**config.mk**
```make
export PLATFORM = sky130hd
export DESIGN_NAME = video_timing_gen_flat
export DESIGN_NICKNAME = d
export VERILOG_FILES = /design/src/rtl/video_timing_gen_if.sv /design/src/rtl/video_timing_gen.sv /design/src/flat_wrapper.sv
export SDC_FILE = /design/constraint.sdc
export NUM_CORES = 1
export LEC_CHECK = 0
export CAP_MARGIN = 20
export CELL_PAD_IN_SITES_DETAIL_PLACEMENT = 1
export CELL_PAD_IN_SITES_GLOBAL_PLACEMENT = 1
export CORE_MARGIN = 2
export CORE_UTILIZATION = 36
export DETAILED_ROUTE_END_ITERATION = 8
export GPL_TIMING_DRIVEN = 0
export PLACE_DENSITY = 0.95
export SETUP_SLACK_MARGIN = 0.4
export SLEW_MARGIN = 20
export SYNTH_ARGS = -nofsm -noshare
export SYNTH_HDL_FRONTEND = slang
export SYNTH_SLANG_ARGS = --single-unit
```
**constraint.sdc**
```tcl
create_clock -name pixel_clk -period 4.4 [get_ports pixel_clk]
set_input_delay 0.44 -clock pixel_clk [delete_from_list [all_inputs] [get_ports pixel_clk]]
set_output_delay 0.44 -clock pixel_clk [all_outputs]
set_load 0.01 [all_outputs]
```
**src/rtl/video_timing_gen_if.sv**
```systemverilog
// Video bus between timing generator, object compositor and TMDS encoder.
// master = timing generator; slave = compositor/encoder side.
interface video_timing_gen_if;
  logic signed [11:0] hpos;
  logic signed [11:0] vpos;
  logic               fsync;
  logic               hsync;
  logic               vsync;
  logic               de;
  logic [2:0][7:0]    rgb;
  logic [2:0][7:0]    pixel_in;

  modport master (
    output hpos, vpos, fsync,
    output hsync, vsync, de, rgb,
    input  pixel_in
  );

  modport slave (
    input  hpos, vpos, fsync,
    input  hsync, vsync, de, rgb,
    output pixel_in
  );
endinterface

```
**src/rtl/video_timing_gen.sv**
```systemverilog
// Raster timing source: signed scan coordinates, fsync, registered video.
// Optional macro TEST_PATTERN_EN adds test_mode colour bars.
module video_timing_gen #(
  parameter int HRES   = 1280,
  parameter int H_FP   = 110,
  parameter int H_SYNC = 40,
  parameter int H_BP   = 220,
  parameter int VRES   = 720,
  parameter int V_FP   = 5,
  parameter int V_SYNC = 5,
  parameter int V_BP   = 20,
  parameter bit HS_POL = 1'b1,
  parameter bit VS_POL = 1'b1
) (
  input  logic pixel_clk,
  input  logic rst_n,
`ifdef TEST_PATTERN_EN
  input  logic test_mode,
`endif
  video_timing_gen_if.master vid
);
  localparam int HBLANK = H_FP + H_SYNC + H_BP;
  localparam int VBLANK = V_FP + V_SYNC + V_BP;

  localparam logic signed [11:0] H_FIRST = 12'(-HBLANK);
  localparam logic signed [11:0] H_LAST  = 12'(HRES - 1);
  localparam logic signed [11:0] HS_LO   = 12'(-(H_SYNC + H_BP));
  localparam logic signed [11:0] HS_HI   = 12'(-H_BP - 1);
  localparam logic signed [11:0] V_FIRST = 12'(-VBLANK);
  localparam logic signed [11:0] V_LAST  = 12'(VRES - 1);
  localparam logic signed [11:0] VS_LO   = 12'(-(V_SYNC + V_BP));
  localparam logic signed [11:0] VS_HI   = 12'(-V_BP - 1);

  logic signed [11:0] hpos;
  logic signed [11:0] vpos;
  logic               h_end;
  logic               v_end;
  logic               hs_on;
  logic               vs_on;
  logic               active;
  logic [2:0][7:0]    pix;

  assign h_end  = (hpos == H_LAST);
  assign v_end  = (vpos == V_LAST);
  assign hs_on  = (hpos >= HS_LO) && (hpos <= HS_HI);
  assign vs_on  = (vpos >= VS_LO) && (vpos <= VS_HI);
  assign active = !hpos[11] && !vpos[11];

`ifdef TEST_PATTERN_EN
  logic [14:0]     scaled;
  logic [2:0]      bar;
  logic [2:0][7:0] bars;

  assign scaled = {hpos, 3'b000};
  assign bar    = 3'(scaled / 15'(HRES));
  // white,yellow,cyan,green,magenta,red,blue,black: R=~b1 G=~b2 B=~b0
  assign bars   = {{8{~bar[1]}}, {8{~bar[2]}}, {8{~bar[0]}}};
  assign pix    = test_mode ? bars : vid.pixel_in;
`else
  assign pix    = vid.pixel_in;
`endif

  always_ff @(posedge pixel_clk or negedge rst_n) begin
    if (!rst_n) begin
      hpos      <= H_FIRST;
      vpos      <= V_FIRST;
      vid.fsync <= 1'b0;
    end else begin
      vid.fsync <= h_end && v_end;
      if (h_end) begin
        hpos <= H_FIRST;
        vpos <= v_end ? V_FIRST : vpos + 12'sd1;
      end else begin
        hpos <= hpos + 12'sd1;
      end
    end
  end

  always_ff @(posedge pixel_clk or negedge rst_n) begin
    if (!rst_n) begin
      vid.hsync <= ~HS_POL;
      vid.vsync <= ~VS_POL;
      vid.de    <= 1'b0;
      vid.rgb   <= '0;
    end else begin
      vid.hsync <= hs_on ? HS_POL : ~HS_POL;
      vid.vsync <= vs_on ? VS_POL : ~VS_POL;
      vid.de    <= active;
      vid.rgb   <= active ? pix : '0;
    end
  end

  assign vid.hpos = hpos;
  assign vid.vpos = vpos;
endmodule

```
**src/flat_wrapper.sv**
```systemverilog
// flat-port wrapper written by rule: the top's interface ports become plain ports
module video_timing_gen_flat 
#(
  parameter int HRES   = 1280,
  parameter int H_FP   = 110,
  parameter int H_SYNC = 40,
  parameter int H_BP   = 220,
  parameter int VRES   = 720,
  parameter int V_FP   = 5,
  parameter int V_SYNC = 5,
  parameter int V_BP   = 20,
  parameter bit HS_POL = 1'b1,
  parameter bit VS_POL = 1'b1
)
  (pixel_clk, rst_n, vid_hpos, vid_vpos, vid_fsync, vid_hsync, vid_vsync, vid_de, vid_rgb, vid_pixel_in);
  video_timing_gen_if vid_i ();
  input  logic pixel_clk;
  input  logic rst_n;
  output wire logic [$bits(vid_i.hpos)-1:0] vid_hpos;
  output wire logic [$bits(vid_i.vpos)-1:0] vid_vpos;
  output wire logic [$bits(vid_i.fsync)-1:0] vid_fsync;
  output wire logic [$bits(vid_i.hsync)-1:0] vid_hsync;
  output wire logic [$bits(vid_i.vsync)-1:0] vid_vsync;
  output wire logic [$bits(vid_i.de)-1:0] vid_de;
  output wire logic [$bits(vid_i.rgb)-1:0] vid_rgb;
  input wire logic [$bits(vid_i.pixel_in)-1:0] vid_pixel_in;
  assign vid_hpos = vid_i.hpos;
  assign vid_vpos = vid_i.vpos;
  assign vid_fsync = vid_i.fsync;
  assign vid_hsync = vid_i.hsync;
  assign vid_vsync = vid_i.vsync;
  assign vid_de = vid_i.de;
  assign vid_rgb = vid_i.rgb;
  assign vid_i.pixel_in = vid_pixel_in;
  video_timing_gen #(.HRES(HRES), .H_FP(H_FP), .H_SYNC(H_SYNC), .H_BP(H_BP), .VRES(VRES), .V_FP(V_FP), .V_SYNC(V_SYNC), .V_BP(V_BP), .HS_POL(HS_POL), .VS_POL(VS_POL)) u_core (.pixel_clk(pixel_clk), .rst_n(rst_n), .vid(vid_i));
endmodule
```
==> summary.txt, run 1 <==
STA
  – Slew HR: between 50% and 60%
  – Final setup margin: approximately 1.9 ns
  – Hold Vio Cnt, Final: 0
  – RSZ-0062 raised after global routing: no
  – Tcrit/Tclk final: about 56%
  – Fmax: 407.8 MHz
  – Setup TNS: 0 ns
  – Setup Viol. Count Final: 0
  – Crit path time final: between 2 and 2.5 ns
  – Clock Skew: approximately 0.0078 ns
  – Count of pins over their slew limit: 0
  – Slew @ Worst Pin: between 0.6 and 0.7 ns

Worst setup path
  – CP max stage delay: around 0.64 ns
  – CP delay by family, top: simple AND/OR/NAND/NOR gates
  – Crit Path Class: reg2reg
  – WP buf/inv: 1
  – CP startpoint kind: flip-flop
  – CP Cell Sequence: clkbuf_1 > nand3_1 > or4_4 > o31a_1 > or3_1
  – Setup crit end kind: flip-flop
  – Critical-path top delay cell: or4_4
  – Peak fanout along the critical path: 7
  – Worst R2R Setup Slack: 1.95 ns
  – Critical Path RT: around 4.6 ns
  – WP data arrival: 2.68 ns

Die
  – Initial Util: approximately 37%
  – Chip height: approximately 81 um
  – Core Region: ~5900 sq um
  – Number of cell rows: 28
  – IO Pins: just under 80
  – Die area: 6598 sq um
  – Die Wd: 81.23 um

Cells and area
  – Filler cell count: between 600 and 700
  – Antenna cells: 0
  – Share of cells above drive strength 1: around 13%
  – Multi-input gate area: around 800 sq um
  – Area Growth Syn to Fin: 44.70%
  – FF/Latch Area: approximately 1300 sq um
  – Post-layout nets: 297

Drt
  – Post-DR wirelength/cell: 15.23 um
  – WL final: around 5.2 mm
  – Drt pass-1 iters: 4
  – Vias: roughly 1700
  – Post-DRT Antenna Nets: 0
  – Drt initial violations: 55
  – Vias per std cell: 5.029
  – Post-route DRC: 0

Synthesis
  – Syn Inst Count: approximately 180
  – Top post-synthesis cells by area: dfrtp_1 43%, dfstp_2 18%, and2_1 7.0%
  – Register area share after synthesis: around three fifths
  – Post-synth top area cell: dfrtp_1
  – #FFs+latches synth: 52
  – Mapped Nets: 213
  – Count of different cell masters after synthesis: 40
  – Ys Warns: 0
  – Syn Area/Cell: 11.67 sq um
  – Cell area after synthesis: about 2100 sq um
  – Post-synth top area share: between 40 and 50%

Global routing
  – Initial antenna violation count: 0
  – Vias in the first global route: 1821
  – Total Routing Usage GR: approximately 18%
  – Pin count of the biggest net entering global routing: 53
  – GRT overflow: 0
  – First-pass GRT wire length: between 8 and 9 mm

Place
  – RD Place Congestion: between 0.8 and 0.9
  – Dpl ws: between 1.5 and 2 ns
  – HPWL after DPL: between 3 and 4 mm
  – Port Buffers: a little under 80

Power and ir drop
  – Power Density: 272.3 nW/um^2
  – Leakage: around 1.2 nW
  – Worst vdd ir: 0.0001694 V
  – Final total power: around 0.85 mW

CTS
  – Longest Clk Path Bufs: 2
  – Clk Latency, worst-skew pair: about 0.3 ns
  – Setup Buffers After CTS: 0
  – Clk slew on worst S/H paths: about 0.10 ns
  – CTS tree: built
  – Max H-tree Level: 2
  – Clock root cell: clkbuf_8
  – CTS Sinks: 52
  – Post-cts hold buffer count: 0
  – PostCTS Resize Cnt: 0
  – Total CTS buffers: 5

Worst hold path
  – Min-Delay Path Class: in2async

Outcome
  – Status: completed

Flow run
  – Max Cap Viol: 0
==> final timing paths <==
path	start	end	depth (start not counted)
max reg2reg	u_core.vid.hpos[2]	u_core.vid.vpos[8]	5
min	rst_n	u_core.vid.vpos[2]	1
max	u_core.vid.hpos[2]	u_core.vid.vpos[8]	5
max in group asynchronous	rst_n	u_core.vid.rgb[2]	1
min reg2reg	u_core.vid.vpos[9]	u_core.vid.vpos[9]	1
min in group pixel_clk	u_core.vid.vpos[9]	u_core.vid.vpos[9]	1
==> placed cells by master (no fill, tap or decap), types with 2 or more instances in the layout <==
cell	count
clkinvlp_4	2
xnor2_1	5
dfrtp_1	37
clkbuf_1	4
nand2_1	15
xor2_1	4
nor2_1	10
nand4_1	5
a21oi_1	3
and2_1	24
nor4_1	4
and3_1	2
nor3_1	5
or3_1	4
mux2_2	2
ha_1	3
clkbuf_8	6
o31a_1	2
nand3_1	10
o21ai_0	5
inv_1	3
dfstp_2	15
o31ai_1	3
clkdlybuf4s50_1	76
==> synthesized netlist by cell type <==
cell type,number
dfrtp_1,37
and2_1,24
dfstp_2,15
nand2_1,15
nand3_1,10
nor2_1,10
nand4_1,5
nor3_1,5
o21ai_0,5
xnor2_1,5
clkbuf_1,4
nor4_1,4
or3_1,4
xor2_1,4
a21oi_1,3
ha_1,3
inv_1,3
o31ai_1,3
and3_1,2
mux2_2,2
o31a_1,2
a21o_1,1
a2bb2oi_1,1
a31oi_1,1
a32o_1,1
and3_2,1
and4_1,1
and4_2,1
nand2b_1,1
nand3b_1,1
nand4b_1,1
nor3_2,1
nor4b_1,1
nor4bb_1,1
o221a_2,1
o22a_1,1
or2_2,1
or3_2,1
or4_4,1
or4b_4,1
==> final cells by class <==
class | count | area share, %
Clock buffer | 6 | 2.658
Sequential cell | 52 | 42.49
Tap cell | 75 | 3.021
Buffer | 4 | 0.4833
Clock inverter | 2 | 0.4833
Inverter | 3 | 0.3625
Multi-Input combinational cell | 125 | 25.78
Timing Repair Buffer | 77 | 24.73
==> layer usage <==
layer	routed length [um]	share of wire (%)	track usage [%]	up-vias
met5	0	0	0	-
met2	2643	50	29.75	62
li1	-	-	-	813
met3	456	8.7	7.000	8
met1	2066	39	20.93	847
met4	72	1.4	4.576	0
==> logic make-up after synthesis <==
group	share of synthesized area (%)
DFF	61.48
and+or+nand+nor	24.65
AOI/OAI and AO/OA	6.177
muxes	1.049
buffers and inverters	1.224
adders and majority gates	1.748
xor gates and xnor gates	3.671
==> worst reg2reg max path, delay by kind of cell (launching register included) <==
kind,cells,cell delay (ns)
flops,1,0.56
buf+inv,1,0.25
simple gates,3,1.29
compound gates,1,0.29
==> power breakdown <==
part	switching (mW)	internal, mW
Sequential	0.00327	0.489
Clock	0.159	0.128
Combinational	0.0246	0.0426
Total	0.186	0.659
==> state kept, by name, indices dropped and copies added (netlist names) <==
register and cells:
u_core.vid.hsync 1, u_core.vid.de 1, u_core.vid.vpos 12, u_core.vid.vsync 1
u_core.vid.hpos 12, u_core.vid.rgb 24, u_core.vid.fsync 1
==> through the flow <==
stage / cell area (sq um) / instances / hold slack [ns] / utilization (%)
floorplan: 2147 / 184 / 0.1444 / -
finish: 3107 / 344 / 0.1604 / 53.10
global route: 3107 / 344 / 0.1989 / 53.10
global placement: 3012 / 336 / 0.5026 / 51.48
detailed placement: 3009 / 336 / 0.5049 / 51.43
CTS: 3107 / 344 / 0.1781 / 53.10
No activity file was read; power rests on OpenSTA's default activity.
==> inputs of run 2 (changes only) <==
- CORE_UTILIZATION: 36 -> 34
- PLACE_DENSITY: 0.95 -> 0.91
- clock period: 4.4 -> 2.55 ns (I/O delays scaled with it)
==> run 2 against run 1 <==
Effect of this change:
- clock power is 110% higher
- die area rose by 5.6%
- register-to-register slack worse by 1.6 ns
- via count rose by 2.6%
- maximum frequency increased by 11%
- highest routed layer unchanged
- combinational power rose by 74%
- sequential power increased by 72%
- power rose by 87%
- sequential cell count unchanged
- design area is 5.3% higher
==> summary.txt, run 2 (synthesis gave the netlist of run 1 again) <==
Power and ir drop
  – Comb pwr share: 7.4% (-0.5 points)
  – Switch share: 19.97% (-2.1 points)
  – Worst vdd ir: 0.0002740 V (+62%)
  – Internal Power: 1.265 mW (+92%)
  – Leakage: 1.327 nW (+8.5%)
  – Power Density: 483.2 nW/um^2 (+77%)
  – Clock power frac: 38.9% (+5.1 points)
  – Final total power: 1.581 mW (+87%)
  – Sequential Power Share: 53.7% (-4.5 points)
  – Sw power: 0.3158 mW (+69%)

Worst hold path
  – Min-Delay Path Class: in2reg
  – Hold Path Stages: 2

Drt
  – Vias per std cell: 4.986 (-0.86%)
  – Drt pass-1 iters: 4 (unchanged)
  – Drt initial violations: 58 (+5.5%)
  – Post-DR wirelength/cell: 15.97 um (+4.9%)
  – WL final: 5.686 mm (+8.6%)
  – Post-DRT Antenna Nets: 0 (unchanged)
  – Vias: 1775 (+2.6%)
  – Post-route DRC: 0 (unchanged)

CTS
  – Clk Latency, worst-skew pair: 0.30 ns (about the same)
  – Longest Clk Path Bufs: 2 (unchanged)
  – CTS Sinks: 52 (unchanged)
  – Clock root cell: clkbuf_8
  – Max H-tree Level: 2 (unchanged)
  – Clk slew on worst S/H paths: 0.09 ns (about the same)
  – Total CTS buffers: 5 (unchanged)
  – CTS tree: built

Cells and area
  – Share of cells above drive strength 1: 18.15% (+5.5 points)
  – Biggest regs: u_core.vid.rgb (24), u_core.vid.hpos (12), u_core.vid.vpos (12)
  – Most common cell after layout, fill and taps aside: clkdlybuf4s50_1
  – Area Growth Syn to Fin: 52.39%
  – Post-layout nets: 309 (+4.0%)
  – Most frequent cells in the layout: 76 x clkdlybuf4s50_1, 36 x dfrtp_1, 24 x and2_1
  – Largest register FFs: 24 (unchanged)
  – Final Cell Area: 3272 sq um (+5.3%)
  – Antenna cells: 0 (unchanged)
  – Fin util: 54.30% (+1.2 points)
  – Register with the highest flop count: u_core.vid.rgb

Worst setup path
  – R2r worst-path depth: 4 (-1)
  – Critical Path RT: 2.78 ns (-1.85 ns)
  – Setup crit end kind: flip-flop
  – Peak fanout along the critical path: 4 (-3)
  – CP startpoint kind: flip-flop
  – Crit Path Class: reg2reg
  – WP data arrival: 2.44 ns (-0.24 ns)

Die
  – Die area: 6966 sq um (+5.6%)
  – Die Wd: 83.47 um (+2.8%)
  – Core Region: 6026 sq um (+3.0%)
  – Initial Util: 35.63% (-1.1 points)
  – IO Pins: 78 (unchanged)
  – Chip height: 83.47 um (+2.8%)
  – Number of cell rows: 28 (unchanged)

Global routing
  – Total Routing Usage GR: 16.43% (-1.2 points)
  – Initial antenna violation count: 0 (unchanged)
  – GRT overflow: 0 (unchanged)
  – First-pass GRT wire length: 9.197 mm (+4.5%)
  – Pin count of the biggest net entering global routing: 53 (unchanged)
  – Vias in the first global route: 1877 (+3.1%)

STA
  – Setup TNS: 0 ns (unchanged)
  – Slew @ Worst Pin: 0.6568 ns (-0.01460 ns)
  – Crit path time final: 2.213 ns (-0.2392 ns)
  – RSZ-0062 raised after global routing: yes
  – Clock Skew: 0.006879 ns (-0.0008804 ns)
  – Fmax: 451.9 MHz (+11%)
  – Tcrit/Tclk final: 86.78% (+31 points)
  – Setup Viol. Count Final: 0 (unchanged)
  – Slew HR: 56.21% (+1.2 points)
  – Count of pins over their slew limit: 0 (unchanged)
  – Final setup margin: 0.3372 ns (-1.611 ns)
  – Hold Vio Cnt, Final: 0 (unchanged)

Flow run
  – Max Cap Viol: 0 (unchanged)

Place
  – RD Place Congestion: 0.7620 (-6.7%)
  – Port Buffers: 77 (unchanged)
  – Dpl ws: 0.2199 ns (-1.723 ns)
  – Placed inst area: 3015 sq um (+0.21%)
  – HPWL after DPL: 3.933 mm (-0.73%)

Outcome
  – Status: completed
-- run 2: changes by cell type in the layout (fill, tap and decap cells not counted), sizes merged --
cell | before | now
dlygate4sd3 | 0 | 1
buf | 1 | 12
clkbuf | 10 | 11
bufinv | 0 | 1
clkinvlp | 2 | 0
-- run 2: cell type report --
| type | count | area, sq um |
|---|---|---|
| Fill cell | 648 | 2754 |
| Sequential cell | 52 | 1321 |
| Timing Repair Buffer | 89 | 860.8 |
| Multi-Input combinational cell | 125 | 838.3 |
| Clock buffer | 7 | 96.34 |
| Tap cell | 75 | 93.84 |
| Clock inverter | 1 | 30.03 |
| Buffer | 4 | 20.02 |
| Inverter | 3 | 11.26 |
-- run 2: stage by stage --
step | hold slack (ns) | std cells
2_1_floorplan | -0.04059 | 184
3_3_place_gp | 0.5007 | 336
3_5_place_dp | 0.3325 | 336
4_1_cts | 0.4890 | 347
5_1_grt | 0.4978 | 356
6_report | 0.5021 | 356
-- run 2: final timing paths --
check | from | endpoint | slack, ns
max reg2reg | u_core.vid.hpos[10] | u_core.vid.vpos[8] | 0.34
max | u_core.vid.hpos[10] | u_core.vid.vpos[8] | 0.34
min in group asynchronous | rst_n | u_core.vid.vsync | 0.51
min reg2reg | u_core.vid.vpos[9] | u_core.vid.vpos[9] | 0.52
max in group asynchronous | rst_n | u_core.vid.hpos[8] | 1.57
min | vid_pixel_in[9] | u_core.vid.rgb[9] | 0.50
-- run 2: repair_timing --
item | in CTS | in global routing
endpoints found under the hold margin | 9 | 0
endpoints found under the setup margin | 7 | 8
hold buffers | 1 | 0
setup buffers | 2 | 9
pin swaps | 0 | 1
resized for setup | 6 | 3
-- run 2: power groups by stage --
stage | Combinational (mW) | Sequential (mW) | Clock [mW]
after floorplan | 0.0121 | 0.876 | 0
after global placement | 0.116 | 0.864 | 0
after detailed placement | 0.119 | 0.866 | 0
after CTS | 0.121 | 0.850 | 0.633
after global routing | 0.129 | 0.851 | 0.666
final | 0.117 | 0.849 | 0.614
-- run 2: metal layers --
layer	GRT usage, %	wire [um]	part of all wire, %	up-vias
li1	-	-	-	835
met1	18.66	2228	39	868
met2	28.52	2906	51	64
met3	5.836	466	8.2	8
met4	6.012	85	1.5	0
met5	0	0	0	-
-- run 2: worst max-delay path: stages, from the launching register on --
cell,delay (ns)
dfstp_2,0.55
or4b_4,0.51
or4_4,0.46
o31a_1,0.28
or3_1,0.35
==> inputs of run 3 (changes only) <==
- PLACE_DENSITY: 0.91 -> 0.89
==> run 3 against run 2 <==
Effect of this change:
- maximum frequency rose by 0.48%
- critical path depth did not move
- wire length fell by 5.0%
- register-to-register slack barely moved
- highest routed layer unchanged
- clock power fell by 22%
- critical path type unchanged
==> summary.txt, run 3 (synthesis gave the netlist of run 1 again) <==
STA
  – Fmax: 454.1 MHz (+0.48%)
  – Hold Vio Cnt, Final: 0 (unchanged)
  – Count of pins over their slew limit: 0 (unchanged)
  – Setup Viol. Count Final: 0 (unchanged)
  – Clock Skew: 0.003642 ns (-0.003236 ns)
  – Final setup margin: 0.3477 ns (+0.01050 ns)
  – Tcrit/Tclk final: 86.36% (-0.41 points)
  – Crit path time final: 2.202 ns (-0.01050 ns)
  – Slew @ Worst Pin: 0.6489 ns (-0.007907 ns)
  – Slew HR: 56.74% (+0.53 points)
  – RSZ-0062 raised after global routing: yes

Die
  – IO Pins: 78 (unchanged)
  – Die Wd: 83.47 um (unchanged)
  – Chip height: 83.47 um (unchanged)
  – Number of cell rows: 28 (unchanged)
  – Initial Util: 35.63% (unchanged)
  – Core Region: 6026 sq um (unchanged)
  – Die area: 6966 sq um (unchanged)

Place
  – HPWL after DPL: 3.831 mm (-2.6%)
  – Dpl ws: 0.2180 ns (-0.001901 ns)
  – RD Place Congestion: 0.7628 (+0.10%)
  – Port Buffers: 77 (unchanged)

Global routing
  – Initial antenna violation count: 0 (unchanged)
  – Total Routing Usage GR: 15.99% (-0.44 points)
  – GRT overflow: 0 (unchanged)
  – Pin count of the biggest net entering global routing: 53 (unchanged)
  – Vias in the first global route: 1792 (-4.5%)
  – First-pass GRT wire length: 8.935 mm (-2.8%)

Drt
  – Vias per std cell: 4.972 (-0.28%)
  – Drt pass-1 iters: 4 (unchanged)
  – WL final: 5.403 mm (-5.0%)
  – Post-DRT Antenna Nets: 0 (unchanged)
  – Post-DR wirelength/cell: 15.22 um (-4.7%)
  – Vias: 1765 (-0.56%)
  – Post-route DRC: 0 (unchanged)
  – Drt initial violations: 60 (+3.4%)

CTS
  – Longest Clk Path Bufs: 2 (unchanged)
  – Clk slew on worst S/H paths: 0.09 ns (about the same)
  – CTS Sinks: 52 (unchanged)
  – Total CTS buffers: 5 (unchanged)
  – Max H-tree Level: 2 (unchanged)
  – Clock root cell: clkbuf_8
  – CTS tree: built
  – Clk Latency, worst-skew pair: 0.30 ns (about the same)

Worst setup path
  – Crit Path Class: reg2reg
  – CP Cell Sequence: or4b_4 > or4_4 > o31a_1 > or3_1
  – WP data arrival: 2.43 ns (about the same)
  – Peak fanout along the critical path: 4 (unchanged)
  – CP max stage delay: 0.55 ns (about the same)
  – Critical-path top delay cell: dfstp_2
  – Critical Path RT: 2.78 ns (about the same)
  – CP startpoint kind: flip-flop
  – Setup crit end kind: flip-flop

Worst hold path
  – Min-Delay Path Class: in2reg

Power and ir drop
  – Clock power frac: 33.1% (-5.8 points)
  – Sw power: 0.3056 mW (-3.2%)
  – Internal Power: 1.140 mW (-9.9%)
  – Leakage: 1.299 nW (-2.1%)
  – Power Density: 446.8 nW/um^2 (-7.5%)
  – Worst vdd ir: 0.0002742 V (about the same)
  – Final total power: 1.445 mW (-8.6%)
  – Sequential Power Share: 58.8% (+5.1 points)
  – Comb pwr share: 8.1% (+0.7 points)
  – Switch share: 21.15% (+1.2 points)

Cells and area
  – Post-layout nets: 308 (-0.32%)
  – Most frequent cells in the layout: 76 x clkdlybuf4s50_1, 36 x dfrtp_1, 24 x and2_1
  – Fin util: 53.68% (-0.62 points)
  – Multi-input gate area: 840.8 sq um (+0.30%)
  – FF/Latch Area: 1321 sq um (unchanged)
  – Largest register FFs: 24 (unchanged)
  – Area Growth Syn to Fin: 50.64%
  – Share of cells above drive strength 1: 17.86% (-0.29 points)
  – Biggest regs: u_core.vid.rgb (24), u_core.vid.hpos (12), u_core.vid.vpos (12)
  – Filler cell count: 644 (-0.62%)
  – Antenna cells: 0 (unchanged)
  – Register with the highest flop count: u_core.vid.rgb
  – Most common cell after layout, fill and taps aside: clkdlybuf4s50_1

Flow run
  – Max Cap Viol: 0 (unchanged)

Outcome
  – Status: completed
## run 3: critical path, delay by kind of cell (launching register included)
kind / cells / cell delay [ns]
AOI/OAI and AO/OA: 1 / 0.28
DFF: 1 / 0.55
and+or+nand+nor: 3 / 1.30
## run 3: what timing repair did
action,in CTS,in global routing
resized for setup,6,5
pin swaps,0,1
endpoints found under the setup margin,7,11
setup buffers,5,5
endpoints found under the hold margin,21,0
gates cloned,0,0
hold buffers,1,0
## run 3: layer usage
metal / track usage (%) / part of all wire, %
met4: 3.519 / 1.1
met1: 19.24 / 40
met2: 27.35 / 52
met5: 0 / 0
met3: 6.133 / 7.5
## run 3: area by class of cell
class / instances / share of cell area (%)
clock buffer: 7 / 2.669
sequential: 52 / 40.85
tap: 75 / 2.901
timing repair buffer: 88 / 26.38
multi-input combinational: 125 / 26.00
inverter: 3 / 0.3482
buffer: 4 / 0.6190
clock inverter: 1 / 0.2321
## run 3: power groups by stage
stage / clock, mW / sequential, mW / combinational [mW]
global route: 0.532 / 0.852 / 0.129
global placement: 0 / 0.864 / 0.116
floorplan: 0 / 0.876 / 0.0121
finish: 0.479 / 0.850 / 0.117
CTS: 0.501 / 0.850 / 0.120
detailed placement: 0 / 0.866 / 0.118
## run 3: path summary, 6_finish.rpt
check,endpoint,start,slack [ns],depth (start not counted)
worst max register to register,u_core.vid.vpos[8],u_core.vid.hpos[10],0.35,4
worst min-delay path,u_core.vid.rgb[6],vid_pixel_in[6],0.50,2
min in group asynchronous,u_core.vid.vsync,rst_n,0.52,2
max in group asynchronous,u_core.vid.hpos[8],rst_n,1.57,2
worst min register to register,u_core.vid.vpos[9],u_core.vid.vpos[9],0.52,1
worst max-delay path,u_core.vid.vpos[8],u_core.vid.hpos[10],0.35,4
## run 3: per-stage QoR
stage	instance area [sq um]	instances	setup TNS [ns]	hold slack [ns]
2_1_floorplan	2153	184	0	-0.04059
3_3_place_gp	3018	336	-10.05	0.5013
3_5_place_dp	3015	336	0	0.3297
4_1_cts	3187	350	0	0.4871
5_1_grt	3234	355	0	0.4873
6_report	3234	355	0	0.5008
